**src/rtl/demux_1_to_4_dispatch_pkg.sv**
```systemverilog
// -----------------------------------------------------------------------------
// demux_1_to_4_dispatch_pkg
//   Shared constants and types for the 1-to-N particle-record dispatcher.
//   - DEFAULT_DATA_WIDTH       : one record, three 32-bit position words
//   - DEFAULT_NUM_OUTPUT_PORTS : number of downstream consumers
//   - PORT_FIFO_DEPTH          : entries buffered per output port
//   - occ_e                    : per-port buffer occupancy encoding
//   - sel_width_for()          : select width for a given port count
// -----------------------------------------------------------------------------
package demux_1_to_4_dispatch_pkg;

   localparam int DEFAULT_DATA_WIDTH       = 3 * 32;
   localparam int DEFAULT_NUM_OUTPUT_PORTS = 4;
   localparam int PORT_FIFO_DEPTH          = 2;

   typedef enum logic [1:0] {
      OCC_EMPTY = 2'd0,
      OCC_ONE   = 2'd1,
      OCC_FULL  = 2'd2
   } occ_e;

   // ceil(log2(num_ports)), never narrower than one bit.
   function automatic int sel_width_for(input int num_ports);
      return (num_ports > 1) ? $clog2(num_ports) : 1;
   endfunction

endpackage

```
**src/rtl/demux_port_buffer.sv**
```systemverilog
// -----------------------------------------------------------------------------
// demux_port_buffer
//   Two-entry FIFO for one output port. Built as head/tail registers rather
//   than a pointer-addressed array so the head entry drives the port output
//   straight from a flop.
//   Ports:
//     clk, rst     : clock, asynchronous active-high reset
//     push         : write push_data (ignored when full)
//     push_data    : record to enqueue
//     pop          : consumer accepts the head entry (ignored when empty)
//     head_data    : oldest entry, registered
//     occupancy    : current fill level (0..2)
//     valid        : occupancy != 0
//     empty_next   : buffer will be empty after this clock edge
// -----------------------------------------------------------------------------
module demux_port_buffer
   import demux_1_to_4_dispatch_pkg::*;
#(
   parameter int DATA_WIDTH = DEFAULT_DATA_WIDTH
) (
   input  logic                  clk,
   input  logic                  rst,
   input  logic                  push,
   input  logic [DATA_WIDTH-1:0] push_data,
   input  logic                  pop,
   output logic [DATA_WIDTH-1:0] head_data,
   output occ_e                  occupancy,
   output logic                  valid,
   output logic                  empty_next
);

   occ_e                  occ_q, occ_d;
   logic [DATA_WIDTH-1:0] head_q, head_d;
   logic [DATA_WIDTH-1:0] tail_q, tail_d;
   logic                  push_ok;
   logic                  pop_ok;

   assign push_ok = push && (occ_q != OCC_FULL);
   assign pop_ok  = pop  && (occ_q != OCC_EMPTY);

   always_comb begin
      // NOTE: every signal written here gets a default first, so no path
      // through the case statement can leave one unassigned and infer a latch.
      occ_d  = occ_q;
      head_d = head_q;
      tail_d = tail_q;
      unique case (occ_q)
         OCC_EMPTY: begin
            if (push_ok) begin
               head_d = push_data;
               occ_d  = OCC_ONE;
            end
         end
         OCC_ONE: begin
            unique case ({push_ok, pop_ok})
               2'b10: begin
                  tail_d = push_data;
                  occ_d  = OCC_FULL;
               end
               2'b01: occ_d  = OCC_EMPTY;
               // Head leaves as the new record arrives: it becomes the head.
               2'b11: head_d = push_data;
               default: ;
            endcase
         end
         OCC_FULL: begin
            // Push is never accepted here, so a pop just shifts tail to head.
            if (pop_ok) begin
               head_d = tail_q;
               occ_d  = OCC_ONE;
            end
         end
         default: occ_d = OCC_EMPTY;
      endcase
   end

   // NOTE: data registers are reset as well, because the port output must read
   // zero while in reset; storage that never reaches an output need not be.
   always_ff @(posedge clk or posedge rst) begin
      if (rst) begin
         // NOTE: sequential state uses non-blocking assignments so every flop
         // samples its pre-edge inputs regardless of statement order.
         occ_q  <= OCC_EMPTY;
         head_q <= '0;
         tail_q <= '0;
      end else begin
         occ_q  <= occ_d;
         head_q <= head_d;
         tail_q <= tail_d;
      end
   end

   assign head_data  = head_q;
   assign occupancy  = occ_q;
   assign valid      = (occ_q != OCC_EMPTY);
   assign empty_next = (occ_d == OCC_EMPTY);

endmodule

```
**src/rtl/demux_1_to_4_dispatch.sv**
```systemverilog
// -----------------------------------------------------------------------------
// demux_1_to_4_dispatch
//   Registered 1-to-N demultiplexer: routes each input record to the output
//   port named by in_sel, with a two-entry buffer per port so a stalled
//   consumer only blocks records aimed at it.
//   Ports:
//     clk, rst    : clock, asynchronous active-high reset
//     in_valid    : input record present
//     in_ready    : record accepted this cycle (depends on in_sel and the
//                   selected port's occupancy only)
//     in_sel      : destination port index
//     in_data     : input record
//     out_valid   : per-port record present (bit p = port p)
//     out_ready   : per-port consumer accepts
//     out_data    : port p at [(p+1)*DATA_WIDTH-1 : p*DATA_WIDTH]
//     drop_pulse  : one-cycle pulse after an out-of-range record is discarded
//     idle        : all port buffers empty (registered)
// -----------------------------------------------------------------------------
module demux_1_to_4_dispatch
   import demux_1_to_4_dispatch_pkg::*;
#(
   parameter int DATA_WIDTH       = DEFAULT_DATA_WIDTH,
   parameter int NUM_OUTPUT_PORTS = DEFAULT_NUM_OUTPUT_PORTS,
   parameter int SEL_WIDTH        = sel_width_for(NUM_OUTPUT_PORTS)
) (
   input  logic                                   clk,
   input  logic                                   rst,
   input  logic                                   in_valid,
   output logic                                   in_ready,
   input  logic [SEL_WIDTH-1:0]                   in_sel,
   input  logic [DATA_WIDTH-1:0]                  in_data,
   output logic [NUM_OUTPUT_PORTS-1:0]            out_valid,
   input  logic [NUM_OUTPUT_PORTS-1:0]            out_ready,
   output logic [NUM_OUTPUT_PORTS*DATA_WIDTH-1:0] out_data,
   output logic                                   drop_pulse,
   output logic                                   idle
);

   logic [NUM_OUTPUT_PORTS-1:0] sel_hit;
   logic [NUM_OUTPUT_PORTS-1:0] port_full;
   logic [NUM_OUTPUT_PORTS-1:0] port_push;
   logic [NUM_OUTPUT_PORTS-1:0] port_empty_next;
   occ_e                        port_occ [NUM_OUTPUT_PORTS];
   logic                        sel_in_range;
   logic                        in_fire;

   // One-hot decode of in_sel; an out-of-range select hits no port.
   always_comb begin
      sel_hit = '0;
      for (int p = 0; p < NUM_OUTPUT_PORTS; p++) begin
         sel_hit[p] = (in_sel == SEL_WIDTH'(p));
      end
   end

   assign sel_in_range = |sel_hit;

   // Only registered occupancy feeds in_ready, so out_ready never reaches it
   // combinationally. An out-of-range select is always accepted (and dropped).
   assign in_ready  = ~|(sel_hit & port_full);
   assign in_fire   = in_valid && in_ready;
   assign port_push = {NUM_OUTPUT_PORTS{in_fire}} & sel_hit;

   for (genvar g = 0; g < NUM_OUTPUT_PORTS; g++) begin : g_port
      demux_port_buffer #(
         .DATA_WIDTH (DATA_WIDTH)
      ) u_buf (
         .clk        (clk),
         .rst        (rst),
         .push       (port_push[g]),
         .push_data  (in_data),
         .pop        (out_ready[g]),
         .head_data  (out_data[g*DATA_WIDTH +: DATA_WIDTH]),
         .occupancy  (port_occ[g]),
         .valid      (out_valid[g]),
         .empty_next (port_empty_next[g])
      );
      assign port_full[g] = (port_occ[g] == OCC_FULL);
   end

   // idle is built from each buffer's next-state emptiness so that the
   // registered flag changes on the same edge as out_valid.
   always_ff @(posedge clk or posedge rst) begin
      if (rst) begin
         drop_pulse <= 1'b0;
         idle       <= 1'b1;
      end else begin
         drop_pulse <= in_fire && !sel_in_range;
         idle       <= &port_empty_next;
      end
   end

endmodule
```
**config.mk**
```make
export PLATFORM = sky130hd
export DESIGN_NAME = demux_1_to_4_dispatch
export DESIGN_NICKNAME = d
export VERILOG_FILES = /design/src/rtl/demux_1_to_4_dispatch_pkg.sv /design/src/rtl/demux_port_buffer.sv /design/src/rtl/demux_1_to_4_dispatch.sv
export SDC_FILE = /design/constraint.sdc
export NUM_CORES = 2
export LEC_CHECK = 0
export ABC_CLOCK_PERIOD_IN_PS = 40200
export BUFFER_PORTS_ARGS = -buffer_cell sky130_fd_sc_hd__buf_2
export CORE_UTILIZATION = 61
export DETAILED_ROUTE_END_ITERATION = 8
export PLACE_DENSITY = 0.85
export SETUP_SLACK_MARGIN = 0.15
export SLEW_MARGIN = 20
export SYNTH_ARGS = -nofsm -noshare
export SYNTH_HDL_FRONTEND = slang
export SYNTH_SLANG_ARGS = --single-unit
```
**constraint.sdc**
```tcl
create_clock -name clk -period 40.2 [get_ports clk]
set_input_delay 8.04 -clock clk [delete_from_list [all_inputs] [get_ports clk]]
set_output_delay 8.04 -clock clk [all_outputs]
set_load 0.1 [all_outputs]
```
Yosys cells after proc, flatten, opt, wreduce, memory -nomap -nowiden:

Cells that the tools add are included.
W data, S select, Z words.

* bits in registers: 778
* latch bits: 0
* bits in writable memories: 0
* ROM bits: 0
* input port bits: 105
* output and inout port bits: 391
* logic and storage cells: 127
* memories: 0

* add/sub/neg operators: 0
* multiply operators: 0
* div/mod/pow operators: 0
* $lt $le $gt $ge: 0
* equality and inequality tests: 39
* shift operators: 0
* mux-type cells: 32
* bitwise operators: 2
* reduce and logical (&&, ||, !) cells: 40

Operators with widths (count)
* $mux W96: 12
* $pmux W96 S3: 4
* $eq A2 B2 Y1 const B: 14
* $pmux W2 S3: 4
* $reduce_and A4 Y1: 5
* $eq A2 B1 Y1 const B: 9
* $logic_not A2 Y1: 9
* $mux W2: 8
* $ne A2 B1 Y1 const B: 8
* $ne A2 B2 Y1 const B: 8
* $pmux W2 S2: 4
* $reduce_bool A3 Y1: 4
* $logic_and A1 B1 Y1: 10
* $and A4 B4 Y4: 2
* $reduce_and A2 Y1: 4
* $reduce_bool A2 Y1: 4
* $reduce_or A4 Y1: 2
* $logic_not A1 Y1: 2

Logic depth before layout (Yosys ltp):

* depth after elaboration: 12
* gate-level depth with buffers: 12
* depth with buffers taken out: 9

Hierarchy:

Synthesis repeated with hierarchy kept, for this count alone.

* cells, all modules: 2138
* area total of the unflattened synthesis: 34087.7 sq um

Modules (own cells, without submodules)
* demux_port_buffer: instances 4, cells an instance 531, area an instance 8479.4 sq um
* demux_1_to_4_dispatch: instances 1, cells an instance 14, area an instance 170.2 sq um

Worst setup path before layout:

OpenSTA, ideal clock, no wires.

* kind: input port to output port
* start: input port in_sel[1]
* end: output port in_ready
* arrival time: 9.108 ns
* data required time: 32.160 ns
* slack: 23.052 ns
* stages: 2
* path buffers: 0
* cells stage by stage: mux4_2 -> inv_1

* cells in the longest elaborated chain, start to end: 4

RTL lines
* start: declaration: line demux_1_to_4_dispatch.sv:30 `input logic [SEL_WIDTH-1:0] in_sel,`
* $eq A2 B1 Y1, or another cell as far along: line demux_1_to_4_dispatch.sv:51 `sel_hit[p] = (in_sel == SEL_WIDTH'(p));`
* $and A4 B4 Y4 (*): line demux_1_to_4_dispatch.sv:59 `assign in_ready = ~|(sel_hit & port_full);`
* $reduce_or A4 Y1 (*): line demux_1_to_4_dispatch.sv:59
* $logic_not A1 Y1 (*): line demux_1_to_4_dispatch.sv:59
* end: declaration: line demux_1_to_4_dispatch.sv:29 `output logic in_ready,`

Mark *: on every way between the ends. The rest lies on a longest branch, timed or not.

Worst setup path in the final report:

Ends and elaborated chain as after synthesis.

==> out/metrics.yaml <==
min_path_cells: 1
nNetsFinal: 3310
drt-total-wl_um: 89300
avgSynthCellArea_um2: 11.6
hold_start: "g_port[3].u_buf.tail_q[86]"
wl_met1_um: 34500
first_pass_iters: 6
cts_tree: "done"
yosysWarningCount: 0
drc: 0
arrival_ns: 9.22
fmax_ghz: 0.0579
synth_seq_cells: 778
syn_area_um2: 32300
worstMarginPinSlew_ns: 1.12
drive_gt1_frac: 0.322
place.gp.congestion: 0.868
cts_root_buffer: "clkbuf_16"
rows: 84
synth.area.top_cells: "dfrtp_1 (60%), mux2_2 (13%), mux2i_1 (5.9%)"
drtIter0Drc: 2107
grt_max_degree: 138
crit_type: "in -> out"
antenna_found_initial: 5
clk_pin_slew_worst_paths_ns: 0.06
die_w_um: 232
clock_latency_ns: 0.60
vias: 24100
start_util: 0.617
hold_viol_final: 0
cp-start-kind: "input pin"
htree_levels: 3
cts_hold_buf: 0
first_global_vias: 24600
fin_tns_setup_ns: 0
gr-usage-all-layers: 0.329
crit_fanout: 7
yosysSeqAreaShare: 0.602
coreArea_um2: 52400
reg2reg_to: "g_port[1].u_buf.tail_q[77]"
ff2ff_setup_slack_ns: 36.31
cts_made_buffers: 77
finClkSkew_ns: 0.0171
area_growth_pct: 16.1
wire_per_inst_um: 22.6
met3_wirelength_um: 7170
slew_violations: 0
synth_cells: 2783
end_kind: "primary output"
synth_fp_nets: 2896
rsz0062_at_grt: "false"
slew_headroom: 0.251
cts-resized-gates: 0
min_period_ns: 17.26
grt_pass1_wl_um: 136000
required_ns: 32.16
dp_hpwl_um: 54100
grt-ovfl-total: 0
setup_viol: 0
max-cap-violations: 0
holdWs_ns: 0.503
status: "finished, final reports clean"
netlist.area_leader.share: 0.601
port_buffers: 495
fin_crit_sh: 0.429
ant_nets: 0
clock_sinks: 778
highest_layer: "met5"
min_to: "g_port[3].u_buf.tail_q[86]"
clock_path_buffers: 3
post_cts_buffers: 0
dr_wl_met2_um: 43300
hold_path.class: "reg -> reg"
dieArea_um2: 54000
ys_types: 37
io_pins: 496
yosys.area.top_type: "dfrtp_1"
rr_worst_depth: 7
rr_startpoint: "g_port[1].u_buf.occupancy[1]"
die_h_um: 232
vias_per_cell: 6.10
Yosys cell counts:
master and instances:
a21oi_1 194, a221o_1 2, a22oi_1 2, a2bb2oi_1 1, a31oi_1 192, and3b_1 3
buf_1 3, buf_2 109, buf_4 26, buf_6 8, clkbuf_1 48, conb_1 1
dfrtp_1 777, dfstp_2 1, ha_1 8, inv_1 11, mux2_2 384, mux2i_1 192
mux4_2 1, nand2_1 393, nand2b_1 2, nand3_1 1, nand3b_1 8, nor2_1 392
nor2b_1 6, nor3_1 1, nor3b_1 1, o211ai_1 1, o211ai_2 1, o21ai_0 3
o21bai_1 2, o221ai_2 1, o22ai_1 2, o2bb2ai_1 2, or2_2 2, or3b_2 1
or4_1 1
worst max-delay path, stage by stage:
cell and delay [ns]:
buf_2 0.15, mux4_2 0.52, inv_1 0.08, buf_2 0.42
stage by stage:
| step | worst slack [ns] | cells | util | instance area (µm²) |
|---|---|---|---|---|
| 2_1_floorplan | 10.32 | 2783 | - | 32300 |
| 5_1_grt | 22.91 | 3943 | 0.716 | 37600 |
| 4_1_cts | 22.94 | 3941 | 0.715 | 37500 |
| 3_5_place_dp | 22.95 | 3805 | 0.668 | 35000 |
| 6_report | 22.94 | 3947 | 0.716 | 37600 |
| 3_3_place_gp | 22.95 | 3805 | 0.668 | 35000 |
cell usage in the layout, fill, tap and decap left out, types with 3 or more instances in the layout:
cell / instances
nand2_1: 391
ha_1: 8
a21oi_1: 194
clkbuf_8: 21
a31oi_1: 192
buf_2: 495
inv_1: 10
nand3b_1: 8
o21ai_0: 3
buf_4: 31
clkinv_2: 9
diode_2: 5
nor2b_4: 4
nor2_1: 392
mux2i_1: 192
and3b_1: 3
mux2_2: 384
clkbuf_1: 20
clkbuf_16: 79
dfrtp_1: 777
routing by layer:
metal  global-route usage  up-vias
met3               0.0750      295
met4                0.167        6
met2                0.529     1154
met1                0.419    12200
met5                    0        -
li1                     -    10400
sequential cells by signal (all words and copies together) (netlist names):
name	cells
drop_pulse	1
g_port.u_buf.head_data	384
g_port.u_buf.tail_q	384
idle	1
g_port.u_buf.occupancy	8
cell families (layout without fill, tap and decap cells):
kind of cell,after synthesis,after routing,synth area share
AO/OA/AOI/OAI,403,403,0.0714
other,1,6,0.000116
buffers and inverters,205,676,0.0329
flip-flops,778,778,0.602
multiplexers,577,577,0.194
AND/OR/NAND/NOR,811,811,0.0967
adder cells (fa/ha/maj),8,8,0.00309
how the worst max path moves through the flow:
stage	startpoint	endpoint	cells past startpoint
2_1_floorplan	rst	drop_pulse	1
3_3_place_gp	in_sel[1]	in_ready	4
3_5_place_dp	in_sel[1]	in_ready	4
4_1_cts	in_sel[1]	in_ready	4
5_1_grt	in_sel[1]	in_ready	4
6_report	in_sel[1]	in_ready	4
layout make-up:
type | count | area (µm²)
sequential | 778 | 19500
fill | 3398 | 14900
multi-input combinational | 1800 | 11900
timing repair buffer | 529 | 2770
clock buffer | 120 | 2340
tap | 688 | 861
clock inverter | 16 | 146
inverter | 11 | 48.8
antenna | 5 | 12.5
Power is left out: the tool's default activity adds up to more than one toggle a clock period on the data nets, which glitch-free logic cannot reach.
